--- config.mk ---
export PLATFORM = sky130hd
export DESIGN_NAME = return_stack
export DESIGN_NICKNAME = d
export VERILOG_FILES = /design/src/rtl/return_stack.sv
export SDC_FILE = /design/constraint.sdc
export NUM_CORES = 1
export LEC_CHECK = 0
export CAP_MARGIN = 25
export CORE_ASPECT_RATIO = 1.25
export CORE_UTILIZATION = 35
export DETAILED_ROUTE_END_ITERATION = 8
export DONT_BUFFER_PORTS = 1
export HOLD_SLACK_MARGIN = 0.03
export SLEW_MARGIN = 20
export SYNTH_ARGS = -nofsm -noshare
export SYNTH_HDL_FRONTEND = slang
export SYNTH_SLANG_ARGS = --single-unit
export TNS_END_PERCENT = 10
--- constraint.sdc ---
create_clock -name clock -period 5.4 [get_ports clock]
set_input_delay 0.54 -clock clock [delete_from_list [all_inputs] [get_ports clock]]
set_output_delay 0.54 -clock clock [all_outputs]
set_load 0.01 [all_outputs]
--- src/rtl/return_stack.sv ---
// Circular return-address stack for the PIC16F84 core. Sits beside the program counter:
// CALL pushes the PC's return address, RETURN-class instructions pop it back.
module return_stack #(
    parameter int DEPTH = 8,
    parameter int AW    = 10,
    parameter int PW    = 3
) (
    input  logic          clock,
    input  logic          reset,
    input  logic          en,
    input  logic          push,
    input  logic          pop,
    input  logic          clr_err,
    input  logic [AW-1:0] IN_PC,
    output logic [AW-1:0] OUT_TOS,
    output logic [PW:0]   level,
    output logic          empty,
    output logic          full,
    output logic          overflow,
    output logic          underflow
);

    localparam logic [PW:0] FULL_LEVEL = DEPTH[PW:0];

    logic [AW-1:0] mem_q [DEPTH];
    logic [PW-1:0] wp_q, wp_d;
    logic [PW:0]   level_q, level_d;
    logic          ovf_q, ovf_d;
    logic          unf_q, unf_d;

    logic [PW-1:0] tosPtr;
    logic          isEmpty, isFull;
    logic          doPush, doReplace, doPop;
    logic          memWe;
    logic [PW-1:0] memAddr;

    assign tosPtr  = wp_q - 1'b1;
    assign isEmpty = (level_q == '0);
    assign isFull  = (level_q == FULL_LEVEL);

    // Push together with pop means "replace top", unless the stack is empty, where it is a plain push.
    assign doPush    = en && push && (!pop || isEmpty);
    assign doReplace = en && push && pop && !isEmpty;
    assign doPop     = en && pop && !push;

    always_comb begin
        wp_d    = wp_q;
        level_d = level_q;
        ovf_d   = clr_err ? 1'b0 : ovf_q;
        unf_d   = clr_err ? 1'b0 : unf_q;
        memWe   = 1'b0;
        memAddr = wp_q;

        if (doPush) begin
            memWe   = 1'b1;
            memAddr = wp_q;
            wp_d    = wp_q + 1'b1;
            if (isFull) begin
                ovf_d = 1'b1;
            end else begin
                level_d = level_q + 1'b1;
            end
        end else if (doReplace) begin
            memWe   = 1'b1;
            memAddr = tosPtr;
        end else if (doPop) begin
            // The pointer moves even on underflow, exposing the older circular entry.
            wp_d = tosPtr;
            if (isEmpty) begin
                unf_d = 1'b1;
            end else begin
                level_d = level_q - 1'b1;
            end
        end
    end

    always_ff @(posedge clock or negedge reset) begin
        if (!reset) begin
            wp_q    <= '0;
            level_q <= '0;
            ovf_q   <= 1'b0;
            unf_q   <= 1'b0;
        end else begin
            wp_q    <= wp_d;
            level_q <= level_d;
            ovf_q   <= ovf_d;
            unf_q   <= unf_d;
        end
    end

    always_ff @(posedge clock or negedge reset) begin
        if (!reset) begin
            for (int i = 0; i < DEPTH; i++) begin
                mem_q[i] <= '0;
            end
        end else if (memWe) begin
            mem_q[memAddr] <= IN_PC;
        end
    end

    assign OUT_TOS   = mem_q[tosPtr];
    assign level     = level_q;
    assign empty     = isEmpty;
    assign full      = isFull;
    assign overflow  = ovf_q;
    assign underflow = unf_q;

endmodule

### Yosys cells after proc, flatten, opt, wreduce, memory -nomap -nowiden

Index checks and enable logic that the tools add are counted.

| word-level totals | value |
|---|---|
| register bits | 89 |
| input bits | 16 |
| output and inout port bits | 18 |
| logic and storage cells | 66 |

| operators by class | value |
|---|---|
| add/sub/neg operators | 4 |
| order comparisons | 3 |
| eq/ne operators | 4 |
| mux-type cells | 26 |
| bitwise operators | 2 |
| reduce and logical (&&, ||, !) cells | 15 |

Operators by type and width:

| cell | count |
|---|---|
| 80-bit bitwise mux | 1 |
| 10-bit binary-select mux with 3-bit select | 1 |
| 10-bit demux with 3-bit select | 1 |
| 10-bit 2-to-1 mux | 3 |
| 4-bit 2-to-1 mux | 5 |
| 3-bit 2-to-1 mux | 5 |
| 1-bit 2-to-1 mux | 10 |
| 4-bit greater-or-equal comparator, second input constant | 2 |
| 3-bit NOT with 4-bit output | 2 |
| 1-bit logical AND | 7 |
| 4-bit by 1-bit adder with 4-bit output, second input constant | 1 |
| 4-bit == test, second input constant | 1 |
| 4-bit zero test | 1 |
| 4-bit by 1-bit less-than comparator with 1-bit output, second input constant | 1 |
| 2-bit inequality test, second input constant | 2 |
| 4-bit AND reduction | 1 |
| 4-bit by 1-bit subtractor with 4-bit output, second input constant | 1 |
| 3-bit by 1-bit adder with 3-bit output, second input constant | 1 |
| 1-bit zero test | 3 |
| 3-bit by 1-bit subtractor with 3-bit output, second input constant | 1 |
| 2-bit by 1-bit inequality test with 1-bit output, second input constant | 1 |
| 2-bit AND reduction | 1 |
| 2-bit nonzero test | 1 |
| 1-bit logical OR | 1 |

### Longest topological paths before layout

Gate-level depths: netlist of run 1.

| logic depth | value |
|---|---|
| depth in word-level cells | 11 |
| depth in mapped cells | 11 |
| gate-level depth less buffers | 9 |

### Worst setup path after synthesis of run 1

Ideal clock, no wire load.

| timing path | value |
|---|---|
| kind | register to register |
| from | register level_q[3] (netlist: level[3]) |
| to | register level_q[3] (netlist: level[3]) |
| setup time | 0.127 ns |
| data arrival time | 2.433 ns |
| data required time | 5.273 ns |
| setup slack | 2.841 ns |
| stages on the path, launching flop included | 10 |
| buffers on the path | 1 |
| period minus slack after synthesis | 2.559 ns |
| cell sequence | dfrtp_1 or4_1 buf_2 a21oi_4 inv_4 ha_1 o21a_1 a311oi_1 o22ai_1 xnor2_1 |

| on the way | value |
|---|---|
| cells in the longest elaborated chain, start to end | 5 |
| elaborated cells on any way between the ends | 18 |
| classes of those cells | add/sub: 2; eq/ne: 4; mux: 5; reduce/logical: 7 |

RTL lines:

| element | line | source |
|---|---|---|
| from (decl) | 27 | `logic [PW:0] level_q, level_d;` |
| from (signal assigned) | 85 | `level_q <= level_d;` |
| 4-bit by 1-bit subtractor with 4-bit output / 4-bit zero test (equally long branches) | 72, 38 |  |
| 4-bit 2-to-1 mux, or another cell as far along | 69 | `if (isEmpty) begin` |
| 4-bit 2-to-1 mux, or another cell as far along | 66 | `end else if (doPop) begin` |
| 4-bit 2-to-1 mux, or another cell as far along | 63 | `end else if (doReplace) begin` |
| 4-bit 2-to-1 mux / 4-bit AND reduction (equally long branches) | n/a |  |

Several ways; a longest one is shown, not always the timed one. The select of a mux whose other input is x is not followed.
A chain may end at the register's enable or synchronous reset.

### Worst setup path after layout of run 1

| timing path | value |
|---|---|
| from | register wp_q[0] |
| to | register mem_q[63] (netlist name) |

| on the way | value |
|---|---|
| cells in the longest elaborated chain, start to end | 9 |
| elaborated cells on any way between the ends | 10 |
| classes of those cells | add/sub: 1; order compare: 2; mux: 5; bitwise: 1; reduce/logical: 1 |

RTL lines:

| element | line | source |
|---|---|---|
| from (decl) | 26 | `logic [PW-1:0] wp_q, wp_d;` |
| from (signal assigned) | 84 | `wp_q <= wp_d;` |
| 3-bit by 1-bit subtractor with 3-bit output * | 37 | `assign tosPtr = wp_q - 1'b1;` |
| named net tosPtr[0] | 31 | `logic [PW-1:0] tosPtr;` |
| 3-bit 2-to-1 mux * | 63 |  |
| 3-bit 2-to-1 mux * | 54 | `if (doPush) begin` |
| 3-bit NOT with 4-bit output (implied by the code) * | 97 | `mem_q[memAddr] <= IN_PC;` |
| 4-bit greater-or-equal comparator (implied by the code) / 4-bit by 1-bit less-than comparator with 1-bit output (equally long branches) | 97 |  |
| 1-bit logical AND (implied by the code) | 97 |  |
| 10-bit 2-to-1 mux (implied by the code) | 97 |  |
| 10-bit demux with 3-bit select * | 97 |  |
| 80-bit bitwise mux * | 97 |  |
| to (signal, indexed assignment) | 94 | `mem_q[i] <= '0;` |
| to (signal, indexed assignment) | 97 |  |
| to (decl) | 25 | `logic [AW-1:0] mem_q [DEPTH];` |

Mark *: on every way through the listed nets, which the timed path passes. The rest lies on a longest branch.

==> results_dict.tcl, run 1 <==
set metrics [dict create \
    area_delta_synth_final_pct 10.8 \
    status "finished clean" \
    nets 322 \
    slew_viol_final 0 \
    rsz0062_at_grt "false" \
    synth-compound-area-share_pct 6.03 \
    die_width_microns 101 \
    cts_sinks 89 \
    synth_edf_count 0 \
    wire_per_inst_microns 19.1 \
    worst_slack_ps 1960 \
    ir_drop_v 0.000196 \
    finalHoldViolations 0 \
    synth_fa_ha_area_share_pct 1.16 \
    drc 0 \
    antenna_cells 0 \
    cts_resized 0 \
    grt_pass1_vias 2564 \
    hpwl_microns 5610 \
    tightest_slew_ps 918 \
    synthMuxAreaShare_pct 32.1 \
    synthXorXnorAreaFrac_pct 1.42 \
    syn_inst 299 \
    stdcell_area_sq_um 4780 \
    postCtsHoldBufs 1 \
    hp-class "in2async" \
    wl_met2_microns 4460 \
    num_vias 2485 \
    clk_pin_slew_ps 60 \
    endpoint_kind "flip-flop" \
    die_h_microns 126 \
    cp_slowest_cell "a32o_1" \
    synth_cell_types 44 \
    antenna_found_initial 0 \
    gp_congestion 0.776 \
    cap_violations 0 \
    initial_utilization_pct 35.7 \
    slew_headroom_pct 38.8 \
    synthFlopType "dfrtp_1" \
    post-route-min-period_ps 3440 \
    synth_seq_cells 89 \
    yosysWarnings 0 \
    htree_levels 3 \
    grt_max_degree 90 \
    wl_met1_microns 3910 \
    fin_crit_sh_pct 63.7 \
    drt_wl_total_microns 8970 \
    crit_fanout 30 \
    synth-simple-area-share_pct 5.91 \
    vias_per_cell 5.29 \
    grt.total_usage_pct 15.1 \
    post-place-ws_ps 1920 \
    ant_nets 0 \
    io_pins 34 \
    finalSetupViolCount 0 \
    grt_overflow 0 \
    cp_data_required_time_ps 5620 \
    timing.critical_path.mode_cell "buf_4" \
    numPortBuffers 0 \
    seq_area_frac_synth_pct 51.6 \
    cts_setup_buffers 0 \
    cts_tree "built" \
    cts_buffers 9 \
    setup_tns_ps 0 \
    clk-insertion-delay-late_ps 340 \
    skew_ps 8.30 \
    path_class "reg2reg" \
    p_leak_nw 2.07 \
    drtIter0Drc 102 \
    synth_nets 319 \
    layout-drive-gt1-share_pct 41.8 \
    grt_pass1_wl_microns 14200 \
    fp-row-count 45 \
    coreArea_sq_um 12100 \
    wl_met3_microns 414 \
    synth_area_sq_um 4320 \
    die_area_sq_um 12800 \
    placed_area_sq_um 4490 \
    crit_chain "buf_4, inv_1, ha_1, buf_4, and2_0, a32o_1, mux2_2" \
    max_stage_delay_ps 540 \
    cts-root-buf "clkbuf_16" \
    dr.pass1.iters 4 \
    max_freq_ghz 0.291 \
    start_kind "flip-flop" \
    clock_path_buffers 2 \
    postSynthAreaPerCell_sq_um 14.4 \
    async_reset_ff_share_pct 100 \
    crit_arrival_ps 3660 \
    power.density_nw_per_um2 650 \
    synth_top_family_by_area "multiplexers" \
    top_layer_used "met4" \
]
-- registers in the layout, summed over array words and instances (netlist names) --
name	flops
level	4
mem_q	80
overflow	1
underflow	1
wp_q	3
-- worst paths after layout --
path | startpoint | end | slack, ps | cells after the start
max | wp_q[0] | mem_q[63] | 1960 | 7
min | reset | level[0] | 100 | 1
max reg2reg | wp_q[0] | mem_q[63] | 1960 | 7
min reg2reg | mem_q[29] | mem_q[29] | 490 | 1
max in group asynchronous | reset | wp_q[2] | 4950 | 1
min in group clock | IN_PC[8] | mem_q[28] | 330 | 1
-- cells by family after synthesis --
kind of cell | count (synthesis)
multiplexers | 103
flip-flops | 89
AND/OR/NAND/NOR | 57
AO/OA/AOI/OAI | 21
buffers and inverters | 18
XOR/XNOR | 7
adder cells (fa/ha/maj) | 4
-- cell usage after synthesis (2+ instances only) --
library cell / instances / share of area (%)
a21oi_1: 2 / 0.23
a22o_1: 2 / 0.41
a31oi_1: 2 / 0.29
a32oi_2: 2 / 0.75
and3_1: 2 / 0.29
buf_2: 3 / 0.35
clkbuf_1: 7 / 0.61
dfrtp_1: 89 / 52
ha_1: 4 / 1.2
inv_1: 4 / 0.35
mux2_1: 2 / 0.52
mux2_2: 80 / 21
mux4_2: 20 / 10
nand2_1: 32 / 2.8
nand3_1: 3 / 0.35
nand3b_1: 2 / 0.35
nor2_1: 8 / 0.70
nor3_1: 4 / 0.46
xnor2_1: 6 / 1.2
-- placed cells by master (no fill, tap or decap), types with 2 or more instances in the layout --
cell	count
a31oi_1	2
mux4_2	20
nor2_1	8
and3_1	2
nor3_1	4
xnor2_1	6
nand3_1	3
nand2_1	32
a22o_1	2
clkinv_2	4
clkbuf_16	9
inv_1	4
mux2_2	80
nand3b_1	2
a21oi_1	2
ha_1	4
dfrtp_1	89
mux2_1	2
a32oi_2	2
buf_4	4
-- through the flow --
stage	hold WS, ps	std cells	power, W	util, %
2_1_floorplan	244	299	0.00226	-
3_3_place_gp	247	454	0.00251	37.1
3_5_place_dp	247	454	0.00257	37.1
4_1_cts	130	470	0.00315	39.5
5_1_grt	110	470	0.00332	39.5
6_report	102	470	0.00311	39.5
-- cell type report --
class / instances / area [sq um]
Clock buffer: 11 / 243
Fill cell: 1122 / 7320
Clock inverter: 4 / 20.0
Multi-Input combinational cell: 192 / 2010
Sequential cell: 89 / 2230
Inverter: 5 / 21.3
Timing Repair Buffer: 5 / 57.6
Tap cell: 164 / 205
-- critical path, delay by kind of cell (launching register included) --
kind,cells,cell delay [ps]
fa+ha+maj,1,500
mux,1,400
buf+inv,3,1050
simple gates,1,490
flops,1,320
compound gates,1,540
-- per-layer routing --
metal	global-route usage, %	up-vias
met1	19.3	1297
met3	3.66	12
met2	24.0	55
met5	0	-
met4	6.91	0
li1	-	1121
-- where the power goes --
group	total, W	internal [W]	switching, W
Sequential	0.00118	0.000989	0.000195
Combinational	0.00136	0.000692	0.000671
Clock	0.000564	0.000318	0.000246
Total	0.00311	0.00200	0.00111
No activity file was read; power rests on OpenSTA's default activity.
==> run 2, diff against run 1 <==
==> constraint.sdc (replaced) <==
create_clock -name clock -period 3.4 [get_ports clock]
set_input_delay 0.34 -clock clock [delete_from_list [all_inputs] [get_ports clock]]
set_output_delay 0.34 -clock clock [all_outputs]
set_load 0.01 [all_outputs]
==> run 2 against run 1 <==
  * Global-route usage rose by 0.63 points
  * Register-to-register slack lost 1200 ps
  * Clock skew about the same
  * Total power grew 63%
  * Fmax rose by 29%
  * Clock power grew 79%
  * Hold slack better by 29 ps
  * Final cell count grew 1.5%
  * Critical path depth fell by 1
  * Via count grew 0.72%
  * Highest routed layer unchanged
  * First-iteration DRC count decreased by 5.9%
  * Routed wire length shrank 0.96%
==> results_dict.tcl, run 2 (synthesis gave the netlist of run 1 again) <==
set metrics [dict create \
    max_stage_delay_ps 640 \
    drc 0 \
    cts-root-buf "clkbuf_16" \
    gp_congestion 0.703 \
    fin_util_pct 40.2 \
    io_pins 34 \
    cts_resized 0 \
    setup_tns_ps 0 \
    dr.pass1.iters 4 \
    antenna_cells 0 \
    vias_per_cell 5.25 \
    slew_viol_final 0 \
    p_leak_nw 2.11 \
    cts_sinks 89 \
    grt_max_degree 90 \
    antenna_found_initial 0 \
    fin_crit_sh_pct 78.6 \
    layout-drive-gt1-share_pct 43.1 \
    die_width_microns 101 \
    final_common_cell "dfrtp_1" \
    crit_arrival_ps 2900 \
    hp-class "in2reg" \
    cap_violations 0 \
    rsz0062_at_grt "false" \
    fp-row-count 45 \
    status "finished clean" \
    grt.total_usage_pct 15.7 \
    wire_per_inst_microns 18.6 \
    tightest_slew_ps 711 \
    finalHoldViolations 0 \
    initial_utilization_pct 35.7 \
    clock_path_buffers 2 \
    coreArea_sq_um 12100 \
    clk-insertion-delay-late_ps 350 \
    cts_buffers 9 \
    drt_wl_total_microns 8890 \
    largest_register_ffs 80 \
    hpwl_microns 5600 \
    ant_nets 0 \
    power.density_nw_per_um2 1040 \
    crit_chain "or4_1, inv_1, nor2_1, a32oi_2, buf_4, mux2_2" \
    area_delta_synth_final_pct 12.9 \
    grt_pass1_vias 2707 \
    num_vias 2503 \
    cts_tree "built" \
    die_area_sq_um 12800 \
    die_h_microns 126 \
    max_freq_ghz 0.374 \
    finalSetupViolCount 0 \
    slew_headroom_pct 52.2 \
    ir_drop_v 0.000361 \
    nets 328 \
    grt_overflow 0 \
    start_kind "flip-flop" \
    crit_fanout 8 \
    path_class "reg2reg" \
    drtIter0Drc 96 \
    mostFrequentLayoutCells "dfrtp_1, mux2_2, nand2_1" \
    htree_levels 3 \
    post-route-min-period_ps 2670 \
    grt_pass1_wl_microns 14900 \
    top_register "mem_q" \
    clk_pin_slew_ps 70 \
    cp_slowest_cell "or4_1" \
    skew_ps 7.92 \
    numPortBuffers 0 \
    endpoint_kind "flip-flop" \
    cp_data_required_time_ps 3630 \
]
[run 2: cell count changes in the layout (fill, tap and decap cells not counted)]
| cell | before | now |
|---|---|---|
| clkbuf_1 | 1 | 0 |
| buf_4 | 4 | 9 |
| dlygate4sd3_1 | 0 | 1 |
| inv_6 | 0 | 3 |
| clkbuf_8 | 1 | 0 |
| bufinv_16 | 0 | 1 |
| clkinv_2 | 4 | 1 |
| clkinvlp_4 | 0 | 1 |
| clkinv_4 | 0 | 1 |
[run 2: final timing paths]
kind                           start   endpoint  slack, ps  depth (start not counted)
setup reg to reg            level[0]  mem_q[42]        730                          6
hold / removal              IN_PC[9]  mem_q[29]        130                          1
min in group asynchronous      reset  mem_q[59]        560                          2
setup / recovery            level[0]  mem_q[42]        730                          6
hold reg to reg            mem_q[29]  mem_q[29]        490                          1
max in group asynchronous      reset  mem_q[10]       2460                          2
[run 2: report_power, final]
part | total, W | switching, W | internal, W
registers | 0.00187 | 0.000304 | 0.00157
clock network | 0.00101 | 0.000435 | 0.000577
logic | 0.00217 | 0.00106 | 0.00111
[run 2: critical path, delay by kind of cell (launching register included)]
family,cells,cell delay (ps)
simple gates,2,800
mux,1,340
flops,1,500
buf+inv,2,470
compound gates,1,440
[run 2: stage by stage]
step                total power (W)  std cells  worst slack (ps)  hold WS [ps]  cell area [sq um]
finish                      0.00506        477               729           131               4870
global route                0.00544        477               524           115               4870
CTS                         0.00515        477               698           117               4870
detailed placement          0.00409        459               715          46.3               4530
global placement            0.00402        459               717          46.7               4530
floorplan                   0.00359        299               841          44.4               4320
[run 2: final cells by class]
cell class / instances / area, sq um
clock buffers: 9 / 225
clock inverters: 7 / 77.6
fillers: 1109 / 7230
inverters: 5 / 21.3
multi-input cells: 192 / 2010
flip-flops and latches: 89 / 2230
well taps: 164 / 205
repair buffers: 11 / 105
[run 2: metal layers]
| layer | track usage, % | up-vias | routed length (microns) |
|---|---|---|---|
| li1 | - | 1129 | - |
| met1 | 19.8 | 1323 | 3970 |
| met2 | 25.5 | 41 | 4350 |
| met3 | 5.05 | 10 | 438 |
| met4 | 5.12 | 0 | 127 |
| met5 | 0 | - | 0 |
[run 2: repair_timing]
item / CTS / global route
setup buffers: 0 / 0
hold endpoints to repair: 89 / 0
hold buffers: 2 / 0
